File: config.mk
export PLATFORM = sky130hd
export DESIGN_NAME = regfile_write_arbiter
export DESIGN_NICKNAME = d
export VERILOG_FILES = /design/src/rtl/regfile_pkg.sv /design/src/rtl/regfile_write_arbiter_rr_arbiter.sv /design/src/rtl/regfile_write_arbiter.sv
export SDC_FILE = /design/constraint.sdc
export NUM_CORES = 1
export LEC_CHECK = 0
export ABC_AREA = 1
export BUFFER_PORTS_ARGS = -buffer_cell sky130_fd_sc_hd__buf_4
export CAP_MARGIN = 25
export CORE_UTILIZATION = 25
export CTS_BUF_LIST = sky130_fd_sc_hd__clkbuf_4 sky130_fd_sc_hd__clkbuf_8
export DETAILED_ROUTE_END_ITERATION = 10
export PLACE_DENSITY = 0.67
export SETUP_SLACK_MARGIN = 0.4
export SYNTH_ARGS = -nofsm -noshare
export SYNTH_HDL_FRONTEND = slang
export SYNTH_SLANG_ARGS = --single-unit
File: constraint.sdc
create_clock -name clk -period 1 [get_ports clk]
set_input_delay 0.15 -clock clk [delete_from_list [all_inputs] [get_ports clk]]
set_output_delay 0.15 -clock clk [all_outputs]
set_load 0.01 [all_outputs]
File: src/rtl/regfile_pkg.sv
// Shared register-file definitions: sizes, write record and the round-robin pick function.
package regfile_pkg;

  localparam int RF_AW    = 5;
  localparam int RF_DW    = 32;
  localparam int RF_NREGS = 32;

  typedef struct packed {
    logic [RF_AW-1:0] rd;
    logic [RF_DW-1:0] data;
  } rf_wr_t;

  // First set bit of valid scanning upward from ptr, wrapping at n (n in 2..4, ptr < n).
  function automatic logic [1:0] rr_pick(input logic [3:0] valid, input logic [1:0] ptr,
                                         input logic [2:0] n);
    logic [1:0] pick;
    logic       found;
    logic [2:0] idx;
    pick  = '0;
    found = 1'b0;
    for (int k = 0; k < 4; k++) begin
      idx = {1'b0, ptr} + 3'(k);
      if (idx >= n) idx = idx - n;
      if (3'(k) < n && !found && valid[idx[1:0]]) begin
        pick  = idx[1:0];
        found = 1'b1;
      end
    end
    return pick;
  endfunction

endpackage

File: src/rtl/regfile_write_arbiter_rr_arbiter.sv
// Round-robin requester pick with its rotating priority pointer.
module rr_arbiter
  import regfile_pkg::*;
#(
  parameter int NREQ = 2
) (
  input  logic            clk,
  input  logic            rst_n,
  input  logic [NREQ-1:0] valid,
  input  logic            hold,
  output logic [NREQ-1:0] ready,
  output logic [1:0]      win,
  output logic            any
);

  logic [1:0] ptr;
  logic [3:0] vpad;
  logic       go;

  always_comb begin
    vpad             = '0;
    vpad[NREQ-1:0]   = valid;
  end

  assign any = |valid;
  assign win = rr_pick(vpad, ptr, 3'(NREQ));
  // ready is gated by rst_n so nothing looks accepted while the stage is held in reset.
  assign go  = any & ~hold & rst_n;

  always_comb begin
    ready = '0;
    for (int i = 0; i < NREQ; i++) ready[i] = go && (win == 2'(i));
  end

  always_ff @(posedge clk or negedge rst_n) begin
    if (!rst_n) ptr <= '0;
    else if (any && !hold) ptr <= (win == 2'(NREQ-1)) ? 2'd0 : win + 2'd1;
  end

endmodule

File: src/rtl/regfile_write_arbiter.sv
// Shares the regfile write port among NREQ requesters through one registered stage.
// Optional in-flight bitmap enabled by RFARB_SCOREBOARD_EN.
module regfile_write_arbiter
  import regfile_pkg::*;
#(
  parameter int NREQ = 2,
  parameter int DW   = RF_DW,
  parameter int AW   = RF_AW
) (
  input  logic               clk,
  input  logic               rst_n,
  input  logic [NREQ-1:0]    req_valid,
  output logic [NREQ-1:0]    req_ready,
  input  logic [NREQ*AW-1:0] req_rd,
  input  logic [NREQ*DW-1:0] req_data,
  input  logic               freeze,
  output logic               rf_regwrite,
  output logic [AW-1:0]      rf_rd,
  output logic [DW-1:0]      rf_writedata,
  output logic [1:0]         grant_id,
  output logic [2**AW-1:0]   pending
);

  logic [1:0]    win;
  logic          any, accept, commit;
  logic [AW-1:0] rd_a   [4];
  logic [DW-1:0] data_a [4];

  logic          stage_v;
  logic [AW-1:0] stage_rd;
  logic [DW-1:0] stage_data;
  logic [1:0]    stage_id;

  rr_arbiter #(.NREQ(NREQ)) u_arb (
    .clk   (clk),
    .rst_n (rst_n),
    .valid (req_valid),
    .hold  (freeze),
    .ready (req_ready),
    .win   (win),
    .any   (any)
  );

  always_comb begin
    for (int i = 0; i < 4; i++) begin
      rd_a[i]   = '0;
      data_a[i] = '0;
    end
    for (int i = 0; i < NREQ; i++) begin
      rd_a[i]   = req_rd[i*AW +: AW];
      data_a[i] = req_data[i*DW +: DW];
    end
  end

  assign accept = any & ~freeze;
  assign commit = stage_v & ~freeze;

  always_ff @(posedge clk or negedge rst_n) begin
    if (!rst_n) begin
      stage_v    <= 1'b0;
      stage_rd   <= '0;
      stage_data <= '0;
      stage_id   <= '0;
    end else if (!freeze) begin
      stage_v <= any;
      if (any) begin
        stage_rd   <= rd_a[win];
        stage_data <= data_a[win];
        stage_id   <= win;
      end
    end
  end

  // x0 writes travel through the stage but never assert the enable.
  assign rf_regwrite  = commit & (stage_rd != '0);
  assign rf_rd        = stage_rd;
  assign rf_writedata = stage_data;
  assign grant_id     = stage_id;

`ifdef RFARB_SCOREBOARD_EN
  logic [2**AW-1:0] pend_q, pend_nxt;

  // Clear on commit first so a same-edge accept to the same register wins.
  always_comb begin
    pend_nxt = pend_q;
    if (commit) pend_nxt[stage_rd] = 1'b0;
    if (accept) pend_nxt[rd_a[win]] = 1'b1;
    pend_nxt[0] = 1'b0;
  end

  always_ff @(posedge clk or negedge rst_n) begin
    if (!rst_n) pend_q <= '0;
    else        pend_q <= pend_nxt;
  end

  assign pending = pend_q;
`else
  assign pending = '0;
`endif

endmodule

==> metrics.log, run 1 <==
INFO  metric detail_route.vias_per_cell = around 4.8
INFO  metric tritoncts = yes
INFO  metric holdCritPathClass = input port to asynchronous set/reset pin
INFO  metric synthesized_area_fraction_occupied_by_ao_oa_aoi_and_oai_cells = 0.01058
INFO  metric yosys.area_share.adder = 0
INFO  metric hold_ws = -0.06479 ns
INFO  metric worstSkewPairLatency = roughly 0.29 ns
INFO  metric slew_violations = 0
INFO  metric first_pass_grt_wire_length = around 12 mm
INFO  metric groute.layer.met1.usage = 0.1950
INFO  metric final_nets = between 400 and 500
INFO  metric grt_pass1_vias = roughly 2.3k
INFO  metric synthXorXnorAreaFrac = 0
INFO  metric clock.fmax = around 770 MHz
INFO  metric crit_type = register to output pin
INFO  metric crit_path_cells = nor2_1 -> nand2_1 -> o21ai_1 -> inv_1 -> buf_6
INFO  metric yosys.cell_types.count = 14
INFO  metric grt_setup_unrepaired = yes
INFO  metric ys_seq_area_frac = 0.4568
INFO  metric drt_iter0_markers = 110
INFO  metric layout_setup_ws = -0.2958 ns
INFO  metric reg2reg_depth = 8
INFO  metric cp-start-kind = register
INFO  metric minimum_setup_slack_after_placement = -0.1166 ns
INFO  metric synth-main-ff-cell = dfrtp_1
INFO  metric drt_first_pass_iters = 4
INFO  metric die_area = 9366 um^2
INFO  metric syn-cell-area = approximately 2200 um^2
INFO  metric netlist.top_cell.by_area = dfrtp_1
INFO  metric place.gp.congestion = ~0.77
INFO  metric synthTopCellsByArea = dfrtp_1 (46%), nand3_1 (17%), buf_4 (13%)
INFO  metric routed-via-count = 2517
INFO  metric met2_usage_in_global_routing = 0.2546
INFO  metric crit_fanout = 2
INFO  metric num_io_pins = 153
INFO  metric ys_async_rst_share = 1.000
INFO  metric clock_sink_count = between 40 and 50
INFO  metric regToRegSetupSlack = -0.26 ns
INFO  metric final_hold_viol_count = between 40 and 50
INFO  metric floorplan.initialDensity = 0.2575
INFO  metric antennaDiodeCount = 0
INFO  metric detailedPlacementHpwl = 5.035 mm
INFO  metric buffer_ports.inserted = 120
INFO  metric rows = 34
INFO  metric final_min_period_over_clock_period = 1.296
INFO  metric synth-edff-count = 0
INFO  metric worst_margin_pin_slew = between 0.5 and 0.6 ns
INFO  metric power.density = between 1000 and 1500 nW/um^2
INFO  metric die_width = 96.78 um
INFO  metric layout-drive-gt1-share = 0.6057
INFO  metric timing.rr.start = u_arb.ptr[0]
INFO  metric critical_path_required = 0.85 ns
INFO  metric busiest_layer = met2
INFO  metric muxShareOfSynthArea = 0
INFO  metric cp.arrival = around 1.2 ns
INFO  metric maxSlewHeadroom = 0.6315
INFO  metric number_of_antenna_violations_at_the_first_check_in_global_routing = 0
INFO  metric cp-end-kind = output pin
INFO  metric root_buffer = clkbuf_8
INFO  metric timing.rr.end = rf_rd[3]
INFO  metric ant_nets = 0
INFO  metric die_y = 96.78 um
INFO  metric cts_clock_pin_slew_for_the_worst_setup_and_hold_paths = 0.08 ns
INFO  metric fp.coreArea = just under 9000 um^2
INFO  metric p_total = a little under 6 mW
INFO  metric critical_path.slowest_cell = dfrtp_1
INFO  metric yosysWarnings = 0
INFO  metric global_route.usage.met3 = 0.03757
INFO  metric max_cap_violations = 0
INFO  metric synth-seq-cells = 41
INFO  metric post-route-drc-count = 0
INFO  metric synth_commonest_cells = nand3_1 (75), nand2_1 (43), dfrtp_1 (41)
INFO  metric peakVddDrop = between 0.8 and 0.9 mV
INFO  metric netlist_instances = around 270
INFO  metric synth_top_family_by_area = simple AND/OR/NAND/NOR gates
INFO  metric crit_path_max_incr_delay = around 0.41 ns
INFO  metric finalClockSkew = a little under 0.004 ns
INFO  metric synthesis.area_per_instance = about 8.3 um^2
INFO  metric globalRouteTotalUtil = 0.1507
INFO  metric report.final.setup_viol = 45
INFO  metric max-clock-path-buffers = 2
INFO  metric violations = hold timing, setup timing
INFO  metric number_of_buffers_created_by_cts = 5
INFO  metric drt_wl_total = roughly 8.1 mm
INFO  metric power_leakage = between 2 and 2.5 nW
INFO  metric grt_start_max_net_pins = 42
INFO  metric post-synth-top-area-fraction = 0.4568
INFO  metric period_minus_slack = around 1.3 ns
INFO  metric worstSetupStartpoint = rf_rd[3]
INFO  metric post_drt_wl_per_cell = about 15 um
INFO  metric htree_num_levels = 2
INFO  metric post_synth_and_or_nand_nor_area_fraction = 0.3565
INFO  metric area_delta_synth_final = 95.49%
INFO  metric grt_remaining_overflow = 0
INFO  metric synth_most_common_cell = nand3_1
INFO  metric outcome = finished, violations left
[logic make-up (layout without fill, tap and decap cells)]
group                  Yosys count  in the layout
AO/OA/AOI/OAI                    4              4
buffers and inverters           62            181
flip-flops                      41             41
other                            1             32
AND/OR/NAND/NOR                163            163
[worst max-delay path: cells and delay by family, from the launching register on]
family	cells	cell delay [ns]
AOI/OAI and AO/OA	1	0.10
DFF	1	0.41
buffers and inverters	2	0.17
and+or+nand+nor	2	0.17
[per-stage QoR]
stage          cells    util  area [um^2]  hold WS (ns)  setup TNS, ns
6_report         529  0.5034         4390      -0.06479         -9.557
5_1_grt          529  0.5034         4390      -0.01491         -11.52
4_1_cts          516  0.4253         3709      -0.05021         -4.446
3_5_place_dp     498  0.3763         3282        0.2728         -3.617
3_3_place_gp     498  0.3763         3282        0.2687         -1.553
2_1_floorplan    302       -         2456       -0.1456       -0.08323
[cell usage in the layout (no fill, tap or decap)]
master,instances
buf_4,108
nand3_2,49
buf_6,47
dfrtp_1,40
nand2_1,39
nand4_1,37
conb_1,32
nand3_4,18
nand3_1,8
buf_12,7
clkbuf_8,5
inv_1,4
nor2_1,4
nor2_4,3
nand2_4,3
clkbuf_16,3
inv_2,2
o21ai_1,2
bufinv_16,2
nor2_2,1
o21ai_4,1
nand2_2,1
o21ai_2,1
clkinv_2,1
buf_16,1
buf_8,1
dfrtp_2,1
[where the power goes]
part / internal (mW) / leakage (nW) / switching [mW]
Combinational: 1.24 / 1.60 / 1.01
Clock: 0.992 / 0.0681 / 0.590
Sequential: 1.90 / 0.496 / 0.192
Total: 4.13 / 2.17 / 1.79
[registers in the layout, summed over array words and instances (netlist names)]
register	count
rf_rd	5
rf_writedata	32
u_arb.ptr	1
stage_v	1
grant_id	2
[layer usage]
metal  up-vias  wire length (um)
li1       1185                 -
met2       110              4401
met4         0                38
met1      1218              3220
met5         -                 0
met3         4               431
[area by class of cell]
cell class	count	area [um^2]
Inverter	6	22.52
Clock buffer	5	68.82
Fill cell	794	4330
Sequential cell	41	1027
Tap cell	108	135.1
Timing Repair Buffer	167	1598
Multi-Input combinational cell	199	1474
Clock inverter	3	65.06
[worst max path at each step]
stage	endpoint	slack, ns	cells after the start
final	rf_regwrite	-0.30	5
after global placement	req_ready[0]	-0.07	6
after CTS	rf_regwrite	-0.28	5
after floorplan	rf_rd[0]	-0.004	7
after detailed placement	req_ready[0]	-0.12	6
after global routing	rf_regwrite	-0.39	5
[timing repair]
| action | in CTS | in global routing |
|---|---|---|
| gates resized for setup | 53 | 101 |
| setup endpoints to repair | 83 | 83 |
| endpoints found under the hold margin | 41 | 38 |
| buffers inserted | 9 | 10 |
| pin swaps | 5 | 27 |
| gates cloned | 1 | 3 |
Power figures use the tool's default switching activity.
==> run 2, diff against run 1 <==
--- a/config.mk
+++ b/config.mk
@@ -8,11 +8,13 @@
 export ABC_AREA = 1
 export BUFFER_PORTS_ARGS = -buffer_cell sky130_fd_sc_hd__buf_4
 export CAP_MARGIN = 25
-export CORE_UTILIZATION = 25
+export CORE_UTILIZATION = 39
 export CTS_BUF_LIST = sky130_fd_sc_hd__clkbuf_4 sky130_fd_sc_hd__clkbuf_8
 export DETAILED_ROUTE_END_ITERATION = 10
-export PLACE_DENSITY = 0.67
+export PLACE_DENSITY = 0.91
 export SETUP_SLACK_MARGIN = 0.4
+export SKIP_CTS_REPAIR_TIMING = 1
+export SLEW_MARGIN = 20
 export SYNTH_ARGS = -nofsm -noshare
 export SYNTH_HDL_FRONTEND = slang
 export SYNTH_SLANG_ARGS = --single-unit
==> metrics.log, run 2 (same netlist as run 1, synthesis figures left out) <==
INFO  metric grt_pass1_vias = 2325 (was 2339)
INFO  metric timing.rr.start = u_arb.ptr[0] (unchanged)
INFO  metric root_buffer = clkbuf_8 (unchanged)
INFO  metric p_total = 5.455 mW (was 5.919 mW)
INFO  metric crit_fanout = 2 (unchanged)
INFO  metric final_util = 0.6904 (was 0.5034)
INFO  metric htree_num_levels = 2 (unchanged)
INFO  metric grt_start_max_net_pins = 42 (unchanged)
INFO  metric sequentialPowerShare = 0.383 (was 0.354)
INFO  metric worstSkewPairLatency = 0.29 ns (about the same)
INFO  metric instances_no_fill = 490 (was 529)
INFO  metric post_drt_wl_per_cell = 15.50 um (was 15.30 um)
INFO  metric final_hold_viol_count = 41 (unchanged)
INFO  metric ant_nets = 0 (unchanged)
INFO  metric die_area = 6066 um^2 (was 9366 um^2)
INFO  metric place.detailed.instances = 459 (was 498)
INFO  metric area_delta_synth_final = 70.31% (was 95.49%)
INFO  metric setup_tns = -4.590 ns (was -9.557 ns)
INFO  metric layout-drive-gt1-share = 0.4665 (was 0.6057)
INFO  metric crit_path_max_incr_delay = 0.39 ns (was 0.41 ns)
INFO  metric final_min_period_over_clock_period = 1.315 (was 1.296)
INFO  metric antennaDiodeCount = 0 (unchanged)
INFO  metric number_of_antenna_violations_at_the_first_check_in_global_routing = 0 (unchanged)
INFO  metric regToRegSetupSlack = -0.13 ns (was -0.26 ns)
INFO  metric first_pass_grt_wire_length = 10.45 mm (was 11.54 mm)
INFO  metric cp.arrival = 1.16 ns (was 1.15 ns)
INFO  metric number_of_buffers_created_by_cts = 5 (unchanged)
INFO  metric power.net_switching = 1.604 mW (was 1.788 mW)
INFO  metric largest_register_ffs = 32 (unchanged)
INFO  metric peakVddDrop = 0.8797 mV (was 0.8184 mV)
INFO  metric drt_first_pass_iters = 4 (unchanged)
INFO  metric die_y = 77.89 um (was 96.78 um)
INFO  metric hold_ws = -0.07244 ns (was -0.06479 ns)
INFO  metric report.final.setup_viol = 45 (unchanged)
INFO  metric power_leakage = 1.955 nW (was 2.168 nW)
INFO  metric maxSlewHeadroom = 0.6663 (was 0.6315)
INFO  metric rows = 27 (was 34)
INFO  metric globalRouteTotalUtil = 0.2201 (was 0.1507)
INFO  metric crit_path_cells = nor2_1 -> nand2_1 -> o21ai_2 -> inv_1 -> buf_6 (was nor2_1 -> nand2_1 -> o21ai_1 -> inv_1 -> buf_6)
INFO  metric final.fill_count = 418 (was 794)
INFO  metric grt_remaining_overflow = 0 (unchanged)
INFO  metric drt_wl_total = 7.595 mm (was 8.092 mm)
INFO  metric cp-start-kind = register (unchanged)
INFO  metric detailedPlacementHpwl = 4.789 mm (was 5.035 mm)
INFO  metric layout.cells.most_common_list = buf_4 (112), nand3_1 (69), buf_6 (43) (was buf_4 (108), nand3_2 (49), buf_6 (47))
INFO  metric reg2reg_depth = 7 (was 8)
INFO  metric place.gp.congestion = 0.8224 (was 0.7749)
INFO  metric cp-end-kind = output pin (unchanged)
INFO  metric final_std_cell_area_no_fill = 3825 um^2 (was 4390 um^2)
INFO  metric drt_iter0_markers = 130 (was 110)
INFO  metric critical_path_required = 0.85 ns (about the same)
INFO  metric combinationalPowerShare = 0.362 (was 0.379)
INFO  metric layout_setup_ws = -0.3150 ns (was -0.2958 ns)
INFO  metric floorplan.initialDensity = 0.4054 (was 0.2575)
INFO  metric violations = hold timing, setup timing (unchanged)
INFO  metric crit_type = register to output pin (unchanged)
INFO  metric num_io_pins = 153 (unchanged)
INFO  metric final_nets = 496 (was 499)
INFO  metric routed-via-count = 2550 (was 2517)
INFO  metric grt_setup_unrepaired = yes (unchanged)
INFO  metric worst_margin_pin_slew = 0.5006 ns (was 0.5527 ns)
INFO  metric multi_input_comb_area = 1056 um^2 (was 1474 um^2)
INFO  metric p_sw_frac = 0.2940 (was 0.3021)
INFO  metric post-route-drc-count = 0 (unchanged)
INFO  metric max_cap_violations = 0 (unchanged)
INFO  metric holdCritPathClass = input port to asynchronous set/reset pin (unchanged)
INFO  metric timing.rr.end = rf_writedata[11] (was rf_rd[3])
INFO  metric seqCellArea = 1026 um^2 (was 1027 um^2)
INFO  metric tritoncts = yes (unchanged)
INFO  metric cts_clock_pin_slew_for_the_worst_setup_and_hold_paths = 0.07 ns (was 0.08 ns)
INFO  metric detail_route.vias_per_cell = 5.204 (was 4.758)
INFO  metric share_clk_of_total_power = 0.255 (was 0.267)
INFO  metric power.density = 1426 nW/um^2 (was 1348 nW/um^2)
INFO  metric max-clock-path-buffers = 2 (unchanged)
INFO  metric buffer_ports.inserted = 120 (unchanged)
INFO  metric period_minus_slack = 1.315 ns (was 1.296 ns)
INFO  metric clock.fmax = 760.5 MHz (was 771.7 MHz)
INFO  metric die_width = 77.89 um (was 96.78 um)
INFO  metric slew_violations = 0 (unchanged)
INFO  metric outcome = finished, violations left (unchanged)
INFO  metric clock_sink_count = 41 (unchanged)
INFO  metric intPower = 3.851 mW (was 4.131 mW)
INFO  metric minimum_setup_slack_after_placement = -0.09255 ns (was -0.1166 ns)
INFO  metric layout_commonest_cell = buf_4 (unchanged)
INFO  metric placedInstanceArea = 3239 um^2 (was 3282 um^2)
INFO  metric critical_path.slowest_cell = dfrtp_1 (unchanged)
INFO  metric fp.coreArea = 5540 um^2 (was 8721 um^2)
INFO  metric finalClockSkew = 0.004665 ns (was 0.003868 ns)
==> run 2: changes by cell type in the layout (fill, tap and decap cells not counted), moves of 2 or more <==
cell / previous run / this run
buf_12: 7 / 4
o21ai_1: 2 / 0
nand3_1: 8 / 69
inv_1: 4 / 2
buf_4: 108 / 112
o21ai_2: 1 / 3
inv_2: 2 / 4
buf_6: 47 / 43
nand3_4: 18 / 1
nand3_2: 49 / 5
==> run 2: layer usage <==
layer	up-vias	wire length [um]	track usage	share of wire
met5	-	0	0	0
met4	0	160	0.09245	0.021
met3	17	515	0.05412	0.068
met2	145	3867	0.3929	0.51
met1	1217	3052	0.2483	0.40
li1	1171	-	-	-
==> run 2: layout make-up <==
type                       instances  area share
tap                               72     0.02355
timing repair buffer             164      0.3948
clock inverter                     1    0.007851
sequential                        41      0.2682
clock buffer                       7     0.02355
multi-input combinational        199      0.2761
inverter                           6    0.005888
==> run 2: critical path: cells and delay by family, from the launching register on <==
kind / cells / cell delay [ns]
flops: 1 / 0.39
simple gates: 2 / 0.19
buf+inv: 2 / 0.18
compound gates: 1 / 0.12
==> run 2: worst max-delay path by stage <==
stage	start	end	slack, ns	cells after the start
after floorplan	u_arb.ptr[0]	rf_rd[0]	-0.004	7
after global placement	u_arb.ptr[0]	rf_writedata[28]	-0.05	6
after detailed placement	u_arb.ptr[0]	rf_writedata[14]	-0.09	6
after CTS	u_arb.ptr[0]	req_ready[0]	-0.40	6
after global routing	rf_rd[2]	rf_regwrite	-0.41	5
final	rf_rd[1]	rf_regwrite	-0.31	5
==> run 2: power by group through the flow <==
stage | clock network [mW] | registers [mW] | logic [mW]
2_1_floorplan | 0 | 2.17 | 0.675
3_3_place_gp | 0 | 2.07 | 1.51
3_5_place_dp | 0 | 2.07 | 1.55
4_1_cts | 1.42 | 2.05 | 1.55
5_1_grt | 1.49 | 2.11 | 2.12
6_report | 1.39 | 2.09 | 1.98
==> run 3, diff against run 2 <==
--- a/config.mk
+++ b/config.mk
@@ -11,10 +11,11 @@
 export CORE_UTILIZATION = 39
 export CTS_BUF_LIST = sky130_fd_sc_hd__clkbuf_4 sky130_fd_sc_hd__clkbuf_8
 export DETAILED_ROUTE_END_ITERATION = 10
-export PLACE_DENSITY = 0.91
+export PLACE_DENSITY = 0.9
 export SETUP_SLACK_MARGIN = 0.4
 export SKIP_CTS_REPAIR_TIMING = 1
 export SLEW_MARGIN = 20
 export SYNTH_ARGS = -nofsm -noshare
 export SYNTH_HDL_FRONTEND = slang
+export SYNTH_HIERARCHICAL = 1
 export SYNTH_SLANG_ARGS = --single-unit
==> metrics.log, run 3 <==
INFO  metric outcome = finished, violations left (unchanged)
INFO  metric violations = hold timing, setup timing (unchanged)
INFO  metric holdCritPathClass = input port to asynchronous set/reset pin (unchanged)
INFO  metric ys_seq_area_frac = 0.4359 (was 0.4568)
INFO  metric layout_setup_ws = -0.3054 ns (was -0.3150 ns)
INFO  metric fp.coreArea = 5675 um^2 (was 5540 um^2)
INFO  metric first_pass_grt_wire_length = 10.02 mm (was 10.45 mm)
INFO  metric netlist.top_cell.by_area = dfrtp_1 (unchanged)
INFO  metric area_delta_synth_final = 62.15% (was 70.31%)
INFO  metric root_buffer = clkbuf_8 (unchanged)
INFO  metric routed-via-count = 2537 (was 2550)
INFO  metric maxSlewHeadroom = 0.6500 (was 0.6663)
INFO  metric globalRouteTotalUtil = 0.2037 (was 0.2201)
INFO  metric post-synth-top-area-fraction = 0.4359 (was 0.4568)
INFO  metric synth-main-ff-cell = dfrtp_1 (unchanged)
INFO  metric worstSkewPairLatency = 0.29 ns (about the same)
INFO  metric crit_path_max_incr_delay = 0.39 ns (about the same)
INFO  metric cp-end-kind = output pin (unchanged)
INFO  metric cts_clock_pin_slew_for_the_worst_setup_and_hold_paths = 0.08 ns (was 0.07 ns)
INFO  metric worst_margin_pin_slew = 0.5250 ns (was 0.5006 ns)
INFO  metric final_hold_viol_count = 41 (unchanged)
INFO  metric grt_pass1_vias = 2299 (was 2325)
INFO  metric period_minus_slack = 1.305 ns (was 1.315 ns)
INFO  metric number_of_buffers_created_by_cts = 5 (unchanged)
INFO  metric synthesis.area_per_instance = 6.763 um^2 (was 8.287 um^2)
INFO  metric syn-cell-area = 2354 um^2 (was 2246 um^2)
INFO  metric max-clock-path-buffers = 2 (unchanged)
INFO  metric num_io_pins = 153 (unchanged)
INFO  metric synth_commonest_cells = nand2_1 (229), dfrtp_1 (41), buf_4 (36) (was nand3_1 (75), nand2_1 (43), dfrtp_1 (41))
INFO  metric p_total = 5.030 mW (was 5.455 mW)
INFO  metric place.detailed.instances = 539 (was 459)
INFO  metric antennaDiodeCount = 0 (unchanged)
INFO  metric finalClockSkew = 0.002467 ns (was 0.004665 ns)
INFO  metric grt_setup_unrepaired = yes (unchanged)
INFO  metric grt_start_max_net_pins = 42 (unchanged)
INFO  metric synth-seq-cells = 41 (unchanged)
INFO  metric synth-edff-count = 0 (unchanged)
INFO  metric crit_fanout = 2 (unchanged)
INFO  metric layout-drive-gt1-share = 0.3646 (was 0.4665)
INFO  metric floorplan.initialDensity = 0.4147 (was 0.4054)
INFO  metric drt_first_pass_iters = 5 (was 4)
INFO  metric netlist_instances = 348 (was 271)
INFO  metric die_y = 79.68 um (was 77.89 um)
INFO  metric grt_remaining_overflow = 0 (unchanged)
INFO  metric synthTopCellsByArea = dfrtp_1 (44%), nand2_1 (37%), buf_4 (11%) (was dfrtp_1 (46%), nand3_1 (17%), buf_4 (13%))
INFO  metric final_std_cell_area_no_fill = 3816 um^2 (was 3825 um^2)
INFO  metric placedInstanceArea = 3317 um^2 (was 3239 um^2)
INFO  metric crit_type = register to output pin (unchanged)
INFO  metric post-route-drc-count = 0 (unchanged)
INFO  metric buffer_ports.inserted = 120 (unchanged)
INFO  metric critical_path_required = 0.85 ns (about the same)
INFO  metric crit_path_cells = inv_1 -> nand2_1 -> nand2_2 -> buf_6 -> nor2_4 -> buf_6 (was nor2_1 -> nand2_1 -> o21ai_2 -> inv_1 -> buf_6)
INFO  metric synth_most_common_cell = nand2_1 (was nand3_1)
INFO  metric htree_num_levels = 2 (unchanged)
INFO  metric minimum_setup_slack_after_placement = -0.1909 ns (was -0.09255 ns)
INFO  metric cp-start-kind = register (unchanged)
INFO  metric layout.cells.most_common_list = nand2_1 (227), buf_4 (99), buf_6 (49) (was buf_4 (112), nand3_1 (69), buf_6 (43))
INFO  metric ys_async_rst_share = 1.000 (unchanged)
INFO  metric final_util = 0.6724 (was 0.6904)
INFO  metric clock.fmax = 766.1 MHz (was 760.5 MHz)
INFO  metric post_drt_wl_per_cell = 12.38 um (was 15.50 um)
INFO  metric setup_tns = -9.436 ns (was -4.590 ns)
INFO  metric die_area = 6349 um^2 (was 6066 um^2)
INFO  metric final_nets = 569 (was 496)
INFO  metric critical-path-top-cell-by-count = buf_6
INFO  metric instances_no_fill = 563 (was 490)
INFO  metric die_width = 79.68 um (was 77.89 um)
INFO  metric report.final.setup_viol = 45 (unchanged)
INFO  metric largest_register_ffs = 32 (unchanged)
INFO  metric final_min_period_over_clock_period = 1.305 (was 1.315)
INFO  metric place.gp.congestion = 0.7846 (was 0.8224)
INFO  metric detail_route.vias_per_cell = 4.506 (was 5.204)
INFO  metric clock_sink_count = 41 (unchanged)
INFO  metric critical_path.slowest_cell = dfrtp_1 (unchanged)
INFO  metric max_cap_violations = 0 (unchanged)
INFO  metric cp.arrival = 1.16 ns (about the same)
INFO  metric layout_commonest_cell = nand2_1 (was buf_4)
INFO  metric hold_ws = -0.06301 ns (was -0.07244 ns)
INFO  metric ant_nets = 0 (unchanged)
INFO  metric detailedPlacementHpwl = 4.629 mm (was 4.789 mm)
INFO  metric peakVddDrop = 0.6261 mV (was 0.8797 mV)
INFO  metric reg2reg_depth = 10 (was 7)
INFO  metric tritoncts = yes (unchanged)
INFO  metric power_leakage = 2.281 nW (was 1.955 nW)
INFO  metric drt_wl_total = 6.968 mm (was 7.595 mm)
INFO  metric yosysWarnings = 6 (was 0)
INFO  metric yosys.cell_types.count = 15 (was 14)
INFO  metric number_of_antenna_violations_at_the_first_check_in_global_routing = 0 (unchanged)
INFO  metric power.density = 1318 nW/um^2 (was 1426 nW/um^2)
INFO  metric slew_violations = 0 (unchanged)
INFO  metric rows = 27 (unchanged)
INFO  metric drt_iter0_markers = 55 (was 130)
[run 3: critical path: cells and delay by family, from the launching register on]
family | cells | cell delay [ns]
flops | 1 | 0.39
simple gates | 3 | 0.19
buf+inv | 3 | 0.30
[run 3: cell type report]
cell class,count,area [um^2]
inverter,10,60.06
multi-input combinational,279,1115
sequential,41,1026
timing repair buffer,153,1405
clock inverter,1,30.03
clock buffer,7,90.09
fill,482,1859
tap,72,90.09
[run 3: kinds of logic after synthesis]
logic type / Yosys count / share of synthesized area
simple gates: 242 / 0.3902
buf+inv: 59 / 0.1621
flops: 41 / 0.4359
compound gates: 4 / 0.008502
other cells: 2 / 0.003191
[run 3: layer usage]
metal	vias to the layer above	GRT usage	wire length, um
met4	0	0.05818	65
met3	9	0.05486	503
met2	114	0.3786	3780
li1	1247	-	-
met5	-	0	0
met1	1167	0.2239	2618
[run 3: power breakdown]
group / switching [mW] / total, mW / internal [mW] / leakage [nW]
clock network: 0.548 / 1.39 / 0.841 / 0.0619
registers: 0.143 / 1.98 / 1.84 / 0.534
logic: 0.753 / 1.66 / 0.905 / 1.69
total: 1.44 / 5.03 / 3.59 / 2.28
[run 3: final timing paths]
| check | from | to | slack [ns] |
|---|---|---|---|
| setup / recovery | u_arb/ptr[0] | req_ready[1] | -0.31 |
| hold / removal | rst_n | rf_rd[2] | -0.06 |
| setup reg to reg | u_arb/ptr[0] | rf_writedata[19] | -0.28 |
| hold reg to reg | u_arb/ptr[0] | u_arb/ptr[0] | 0.50 |
| max in group asynchronous | rst_n | rf_writedata[16] | 0.70 |
| min in group clk | req_data[37] | rf_writedata[5] | 0.13 |
